$ cat src/rtl/s3_pkg.sv
// Shared types for the S3 suspend/resume controller: FSM state encoding and
// the {opcode, a, b} context word layout written to and read from RAM.
package s3_pkg;

  localparam int CTX_W      = 10;
  localparam int CTX_B_LSB  = 0;
  localparam int CTX_A_LSB  = 4;
  localparam int CTX_OP_LSB = 8;

  typedef enum logic [2:0] {
    ST_ACTIVE  = 3'd0,
    ST_CAPTURE = 3'd1,
    ST_SAVE    = 3'd2,
    ST_SLEEP   = 3'd3,
    ST_RESTORE = 3'd4,
    ST_RESUME  = 3'd5
  } state_e;

  function automatic logic [CTX_W-1:0] pack_ctx(input logic [1:0] op,
                                                 input logic [3:0] a,
                                                 input logic [3:0] b);
    return {op, a, b};
  endfunction

endpackage

$ cat src/rtl/s3_wake_filter.sv
// Wake request conditioner: two-flop synchroniser followed by a 3-sample
// debounce; the output is high only after three consecutive high samples.
module s3_wake_filter (
  input  logic clk,
  input  logic reset,
  input  logic wake_req_i,
  output logic wake_o
);

  logic [1:0] sync_q;
  logic [2:0] hist_q;

  // Synchronise the raw request, then shift it into the debounce history
  always_ff @(posedge clk or posedge reset) begin
    if (reset) begin
      sync_q <= 2'b00;
      hist_q <= 3'b000;
    end else begin
      sync_q <= {sync_q[0], wake_req_i};
      hist_q <= {hist_q[1:0], sync_q[1]};
    end
  end

  assign wake_o = &hist_q;

endmodule

$ cat src/rtl/s3_power_controller.sv
// S3 entry/exit sequencer: saves ALU context to RAM, gates the ALU clock while
// asleep and replays the restored context on wake. Optional S3_WAKE_DEBOUNCE_EN.
module s3_power_controller
  import s3_pkg::*;
#(
  parameter int IDLE_THRESH = 10,
  parameter int ADDR_W      = 4,
  parameter int CTX_ADDR    = 0
) (
  input  logic              clk,
  input  logic              reset,
  input  logic              alu_idle,
  input  logic              alu_interrupt,
  input  logic              wake_req,
  input  logic [3:0]        saved_a,
  input  logic [3:0]        saved_b,
  input  logic [1:0]        saved_opcode,
  input  logic              ram_ready,
  input  logic [9:0]        ram_rdata,
  output logic              s3_state,
  output logic              ram_we,
  output logic              ram_re,
  output logic [ADDR_W-1:0] ram_addr,
  output logic [9:0]        ram_wdata,
  output logic              clk_gate_en,
  output logic              restore_valid,
  output logic [3:0]        restore_a,
  output logic [3:0]        restore_b,
  output logic [1:0]        restore_opcode,
  output logic [2:0]        pstate
);

  localparam logic [9:0] IDLE_MAX  = 10'd1023;
  localparam logic [9:0] THRESH_M1 = 10'(IDLE_THRESH - 1);

  state_e           state_q, state_d;
  logic [9:0]       idle_cnt_q, idle_cnt_d;
  logic             wake_pend_q, wake_pend_d;
  logic [CTX_W-1:0] wdata_q, restore_q;
  logic             wake_s;
  logic             enter_s;

`ifdef S3_WAKE_DEBOUNCE_EN
  s3_wake_filter u_wake_filter (
    .clk        (clk),
    .reset      (reset),
    .wake_req_i (wake_req),
    .wake_o     (wake_s)
  );
`else
  assign wake_s = wake_req;
`endif

  // Interrupt and threshold in the same cycle collapse into one entry
  assign enter_s = alu_interrupt | (alu_idle & (idle_cnt_q == THRESH_M1));

  // State register
  always_ff @(posedge clk or posedge reset) begin
    if (reset) begin
      state_q <= ST_ACTIVE;
    end else begin
      state_q <= state_d;
    end
  end

  // Next-state logic
  always_comb begin
    state_d = state_q;
    case (state_q)
      ST_ACTIVE:  if (enter_s) state_d = ST_CAPTURE; else state_d = ST_ACTIVE;
      ST_CAPTURE: state_d = ST_SAVE;
      ST_SAVE: begin
        if (ram_ready) begin
          if (wake_pend_q | wake_s) state_d = ST_RESTORE;
          else                      state_d = ST_SLEEP;
        end else begin
          state_d = ST_SAVE;
        end
      end
      ST_SLEEP:   if (wake_s) state_d = ST_RESTORE; else state_d = ST_SLEEP;
      ST_RESTORE: if (ram_ready) state_d = ST_RESUME; else state_d = ST_RESTORE;
      ST_RESUME:  state_d = ST_ACTIVE;
      default:    state_d = ST_ACTIVE;
    endcase
  end

  // Output decode from the registered state
  always_comb begin
    s3_state      = 1'b0;
    ram_we        = 1'b0;
    ram_re        = 1'b0;
    clk_gate_en   = 1'b1;
    restore_valid = 1'b0;
    case (state_q)
      ST_ACTIVE:  s3_state = 1'b0;
      ST_CAPTURE: s3_state = 1'b1;
      ST_SAVE: begin
        s3_state = 1'b1;
        ram_we   = 1'b1;
      end
      ST_SLEEP: begin
        s3_state    = 1'b1;
        clk_gate_en = 1'b0;
      end
      ST_RESTORE: begin
        s3_state = 1'b1;
        ram_re   = 1'b1;
      end
      ST_RESUME:  restore_valid = 1'b1;
      default:    s3_state = 1'b0;
    endcase
  end

  // Idle counter and wake latch next-state
  always_comb begin
    idle_cnt_d  = 10'd0;
    wake_pend_d = wake_pend_q;
    if (state_q == ST_ACTIVE && alu_idle) begin
      idle_cnt_d = (idle_cnt_q == IDLE_MAX) ? IDLE_MAX : idle_cnt_q + 10'd1;
    end else begin
      idle_cnt_d = 10'd0;
    end
    if (state_d == ST_RESTORE && state_q != ST_RESTORE) begin
      wake_pend_d = 1'b0;
    end else if ((state_q == ST_CAPTURE || state_q == ST_SAVE) && wake_s) begin
      wake_pend_d = 1'b1;
    end else begin
      wake_pend_d = wake_pend_q;
    end
  end

  // Idle counter and pending-wake registers
  always_ff @(posedge clk or posedge reset) begin
    if (reset) begin
      idle_cnt_q  <= 10'd0;
      wake_pend_q <= 1'b0;
    end else begin
      idle_cnt_q  <= idle_cnt_d;
      wake_pend_q <= wake_pend_d;
    end
  end

  // Context capture on SAVE entry and on the RAM read completion
  always_ff @(posedge clk or posedge reset) begin
    if (reset) begin
      wdata_q   <= '0;
      restore_q <= '0;
    end else begin
      if (state_q == ST_CAPTURE) begin
        wdata_q <= pack_ctx(saved_opcode, saved_a, saved_b);
      end
      if (state_q == ST_RESTORE && ram_ready) begin
        restore_q <= ram_rdata;
      end
    end
  end

  assign ram_wdata      = wdata_q;
  assign ram_addr       = (ram_we | ram_re) ? ADDR_W'(CTX_ADDR) : {ADDR_W{1'b0}};
  assign restore_opcode = restore_q[CTX_OP_LSB +: 2];
  assign restore_a      = restore_q[CTX_A_LSB +: 4];
  assign restore_b      = restore_q[CTX_B_LSB +: 4];
  assign pstate         = state_q;

endmodule
$ cat config.mk
export PLATFORM = sky130hd
export DESIGN_NAME = s3_power_controller
export DESIGN_NICKNAME = d
export VERILOG_FILES = /design/src/rtl/s3_pkg.sv /design/src/rtl/s3_wake_filter.sv /design/src/rtl/s3_power_controller.sv
export SDC_FILE = /design/constraint.sdc
export NUM_CORES = 1
export LEC_CHECK = 0
export CORE_MARGIN = 3
export CORE_UTILIZATION = 47
export CTS_CLUSTER_DIAMETER = 100
export CTS_CLUSTER_SIZE = 14
export DETAILED_ROUTE_END_ITERATION = 7
export GPL_ROUTABILITY_DRIVEN = 0
export GPL_TIMING_DRIVEN = 0
export PLACE_DENSITY = 0.91
export SLEW_MARGIN = 25
export SYNTH_ARGS = -nofsm -noshare
export SYNTH_HDL_FRONTEND = slang
export SYNTH_HIERARCHICAL = 1
export SYNTH_SLANG_ARGS = --single-unit
$ cat constraint.sdc
create_clock -name clk -period 4.3 [get_ports clk]
set_input_delay 0.645 -clock clk [delete_from_list [all_inputs] [get_ports clk]]
set_output_delay 0.645 -clock clk [all_outputs]
set_load 0.005 [all_outputs]
=== Word level (Yosys, flattened, before mapping) ===
Cells that the tools add are included.

* Flip-flop bits (word level): 34
* Latch bits: 0
* Memory bits (writable): 0
* Memory bits (read-only): 0
* Bits of input ports: 26
* Output and inout port bits: 32
* Memories: 0

* Add/sub/neg operators: 1
* $mul: 0
* Div/mod/pow operators: 0
* Magnitude comparators: 0
* Equality and inequality tests: 9
* Shifts and indexed selects: 0
* Mux-type cells: 15
* Bitwise gates (word level): 3
* Reductions and logical operators: 8

{| class="wikitable"
|+ Operator list
! operator !! count
|-
| 10-bit 2-to-1 mux || 2
|-
| 3-bit case mux with 5 select lines || 1
|-
| 10-bit by 1-bit adder with 10-bit output (second input constant) || 1
|-
| 10-bit == test (second input constant) || 1
|-
| 10-bit by 4-bit == test with 1-bit output (second input constant) || 1
|-
| 3-bit == test (second input constant) || 3
|-
| 1-bit 2-to-1 mux || 9
|-
| 3-bit 2-to-1 mux || 3
|-
| 3-bit by 2-bit == test with 1-bit output (second input constant) || 2
|-
| 1-bit logical AND || 4
|-
| 4-bit OR reduction || 1
|-
| 3-bit by 1-bit == test with 1-bit output (second input constant) || 1
|-
| 3-bit zero test || 1
|-
| 3-bit != test (second input constant) || 1
|-
| 1-bit bitwise OR || 2
|-
| 2-bit nonzero test || 1
|-
| 1-bit AND || 1
|-
| 1-bit logical OR || 1
|}

=== Longest topological paths before layout ===
* Word-level depth: 8
* Depth in mapped cells: 5

=== Worst setup path after synthesis ===
Ideal clock, no wire load.

* Path type: reg-to-output
* Start: reg state_q[1], in the netlist pstate[1]
* End: out ram_re
* Arrival time: 0.838 ns
* Required time: 3.655 ns
* Path slack: 2.817 ns
* Stages on the path, launching flop included: 4
* Buffers on the path: 1
* Cells stage by stage: dfrtp_1 -> buf_4 -> nor2_2 -> and2_1

* Longest elaborated chain between the ends: 2

{| class="wikitable"
|+ Ends and longest elaborated chain
! item !! line !! RTL
|-
| start, declared || s3_power_controller.sv:36 || <nowiki>state_e state_q, state_d;</nowiki>
|-
| start signal, assigned || s3_power_controller.sv:62 || <nowiki>state_q <= state_d;</nowiki>
|-
| 3-bit == test || s3_power_controller.sv:94 || <nowiki>case (state_q)</nowiki>
|-
| 1-bit 2-to-1 mux || s3_power_controller.sv:94 ||
|-
| end, declared || s3_power_controller.sv:22 || <nowiki>output logic ram_re,</nowiki>
|}

Every way passes these cells.

=== Worst setup path after layout ===
* Start: reg state_q[2], in the netlist pstate[2]
* End: out ram_we

* Longest elaborated chain between the ends: 2

{| class="wikitable"
|+ Ends and longest elaborated chain
! item !! line !! RTL
|-
| 3-bit by 2-bit == test with 1-bit output || s3_power_controller.sv:94 ||
|-
| 1-bit 2-to-1 mux || s3_power_controller.sv:94 ||
|-
| end, declared || s3_power_controller.sv:21 || <nowiki>output logic ram_we,</nowiki>
|}

Every way passes these cells.

==> key figures <==
Run status
  – Outcome: completed

Logic synthesis
  – Most frequently used cell type in the post-synthesis netlist: dfrtp_1
  – Synth warn: 6
  – Top cells by area, synth: dfrtp_1, mux2_2, a31oi_1
  – Ys flop type: dfrtp_1
  – Syn Area/Cell: 12.1 um^2
  – Netlist cell types: 40
  – Cells after Synth: 132
  – EDFF count, synth: 0
  – Synth top area share: 53.2%
  – Yosys reg bits: 34
  – Yosys top cell by area: dfrtp_1
  – Post-synthesis sequential area ratio: 53.2%
  – Post-synthesis async set-or-reset flop share: 100%
  – Post-Syn Area: 1600 um^2
  – Commonest cells post-synth: dfrtp_1, mux2_2, a21oi_1, a31oi_1

Timing
  – Rel. slew slack: 53.9%
  – Count of final setup violators: 0
  – Setup Skew: 19.3 ps
  – Achievable frequency: 0.399 GHz
  – Final Max Tran Viols: 0
  – Final setup margin: 1790 ps
  – Final worst path period share: 58.3%
  – Fin. Hold Viols: 0
  – RSZ-0062 raised after global routing: no
  – Min Hold Slack: 517 ps
  – Final TNS setup: 0 ps
  – Clock period minus worst slack: 2510 ps
  – Worst-margin pin slew: 691 ps

CTS
  – Clk buf depth: 2
  – Post-CTS Hold Buffers: 0
  – Clock sinks: 34
  – Clock Latency Late Sink: 350 ps
  – TritonCTS clock tree: built
  – Clk root buf: clkbuf_4
  – Cts bufs inserted: 5
  – Post-CTS Setup Bufs: 0
  – Htree depth: 2
  – Worst-path clk slew: 120 ps
  – CTS resizes: 0

Setup path
  – Req. time, crit path: 3650 ps
  – Data arrival, critical path: 1860 ps
  – Worst Setup End Kind: output port
  – Delay-heaviest family, CP: buffers and inverters
  – Startpoint types: register
  – WS Path Type: reg -> out
  – Critical path's slowest cell: clkdlybuf4s50_1
  – Slowest cell delay on critical path: 550 ps
  – CP max FO: 10
  – Buf+Inv Stages, Crit Path: 2
  – Crit-path cells: buf_2 -> nand2b_1 -> nor2_1 -> clkdlybuf4s50_1

Global routing
  – Total Routing Usage GR: 20.5%
  – Initial antenna violation count: 0
  – Pin count of the biggest net entering global routing: 35
  – Overflow after GRT: 0
  – First-pass GRT wire length: 6.47 mm
  – Vias in the first global route: 1,311

Die
  – I/O Pins: 58
  – Die height: 64.3 um
  – CORE AREA: 3150 um^2
  – Std-Cell Rows: 20
  – Initial Util: 50.7%
  – Die X: 64.3 um
  – Die area: 4140 um^2

Detailed routing
  – # DRC: 0
  – Total routed wirelength: 3.92 mm
  – Via/cell ratio: 5.46
  – Wire per inst: 16.4 um
  – Initial DRC Count: 61
  – DRT Pass-1 Iters: 4
  – Routed vias: 1,310
  – ANT nets after route: 0

Min path
  – Min-Delay Path Class: reg -> reg

Power and ir drop
  – Maximum vdd drop: 310 uV
  – Leak: 0.947 nW
  – Pwr Total: 0.00131 W
  – Pwr Density: 581 nW/um^2

Job
  – Max Cap Violations: 0

Placed design
  – Hpwl dp: 2.96 mm
  – I/O Buffers: 53
  – Dpl cells: 232
  – Worst slack, placed: 2180 ps

Finish
  – Nets: 223
  – Antenna cell count: 0
  – Area delta synth->final: 41.3%
  – Layout cells sized above 1: 21.9%
  – Final Non-Filler Cells: 240
-- per-layer routing --
layer  vias to the layer above  wire length [um]  track usage [%]
li1                        603                 -                -
met1                       638              1470             23.9
met2                        59              2070             35.2
met3                        10               329             7.38
met4                         0                61             6.33
met5                         -                 0                0
-- flip-flops by register name (all words and copies together), names as in the netlist --
register     flops
idle_cnt_q      10
pstate           3
wake_pend_q      1
restore_q       10
ram_wdata       10
-- logic make-up after synthesis --
logic type / Yosys count / synth area share, %
DFF: 34 / 53.2
and+or+nand+nor: 34 / 13.7
AOI/OAI and AO/OA: 25 / 10.1
muxes: 21 / 14.7
buffers and inverters: 13 / 5.40
adders and majority gates: 2 / 1.56
xor gates and xnor gates: 2 / 1.10
other: 1 / 0.235
-- report_power, final --
part | internal, W | switching (W)
clock | 0.0000785 | 0.000110
sequential | 0.000437 | 0.0000703
combinational | 0.000390 | 0.000226
total | 0.000906 | 0.000407
-- worst paths after layout --
path	slack [ps]	start	depth (start not counted)	endpoint
max	1790	pstate[2]$_DFF_PP0_	4	ram_we
min	520	restore_q[5]$_DFFE_PP0P_	1	restore_q[5]$_DFFE_PP0P_
max reg2reg	2620	pstate[1]$_DFF_PP0_	5	restore_q[1]$_DFFE_PP0P_
min reg2reg	520	restore_q[5]$_DFFE_PP0P_	1	restore_q[5]$_DFFE_PP0P_
max in group asynchronous	3130	reset	2	restore_q[1]$_DFFE_PP0P_
min in group asynchronous	700	reset	2	ram_wdata[8]$_DFFE_PP0P_
-- cell usage in the layout, fill, tap and decap left out, drive strengths merged, types with 2 or more instances in the layout --
master,instances
nand2,5
inv,3
nor3b,2
nand2b,2
nor3,3
buf,9
nor2b,2
and4,3
a31oi,6
xnor2,2
nor4b,2
mux2,20
a21oi,6
dfrtp,34
nor2,3
clkbuf,7
ha,2
a211oi,4
clkdlybuf4s50,53
or3,2
conb,4
nand3,2
o21ai,3
and3,3
-- metrics by stage --
step / utilization [%] / area, um^2
after global placement: 69.6 / 2200
after CTS: 71.7 / 2260
after floorplan: - / 1610
final: 71.7 / 2260
after detailed placement: 69.6 / 2200
after global routing: 71.7 / 2260
-- cell type report --
cell class                 count  area [um^2]
fill                         231          893
sequential                    34          851
multi-input combinational     88          673
timing repair buffer          53          531
buffer                        10         75.1
tap                           44         55.1
clock buffer                   6         51.3
clock inverter                 2         12.5
inverter                       3         11.3
Power figures use the tool's default switching activity.
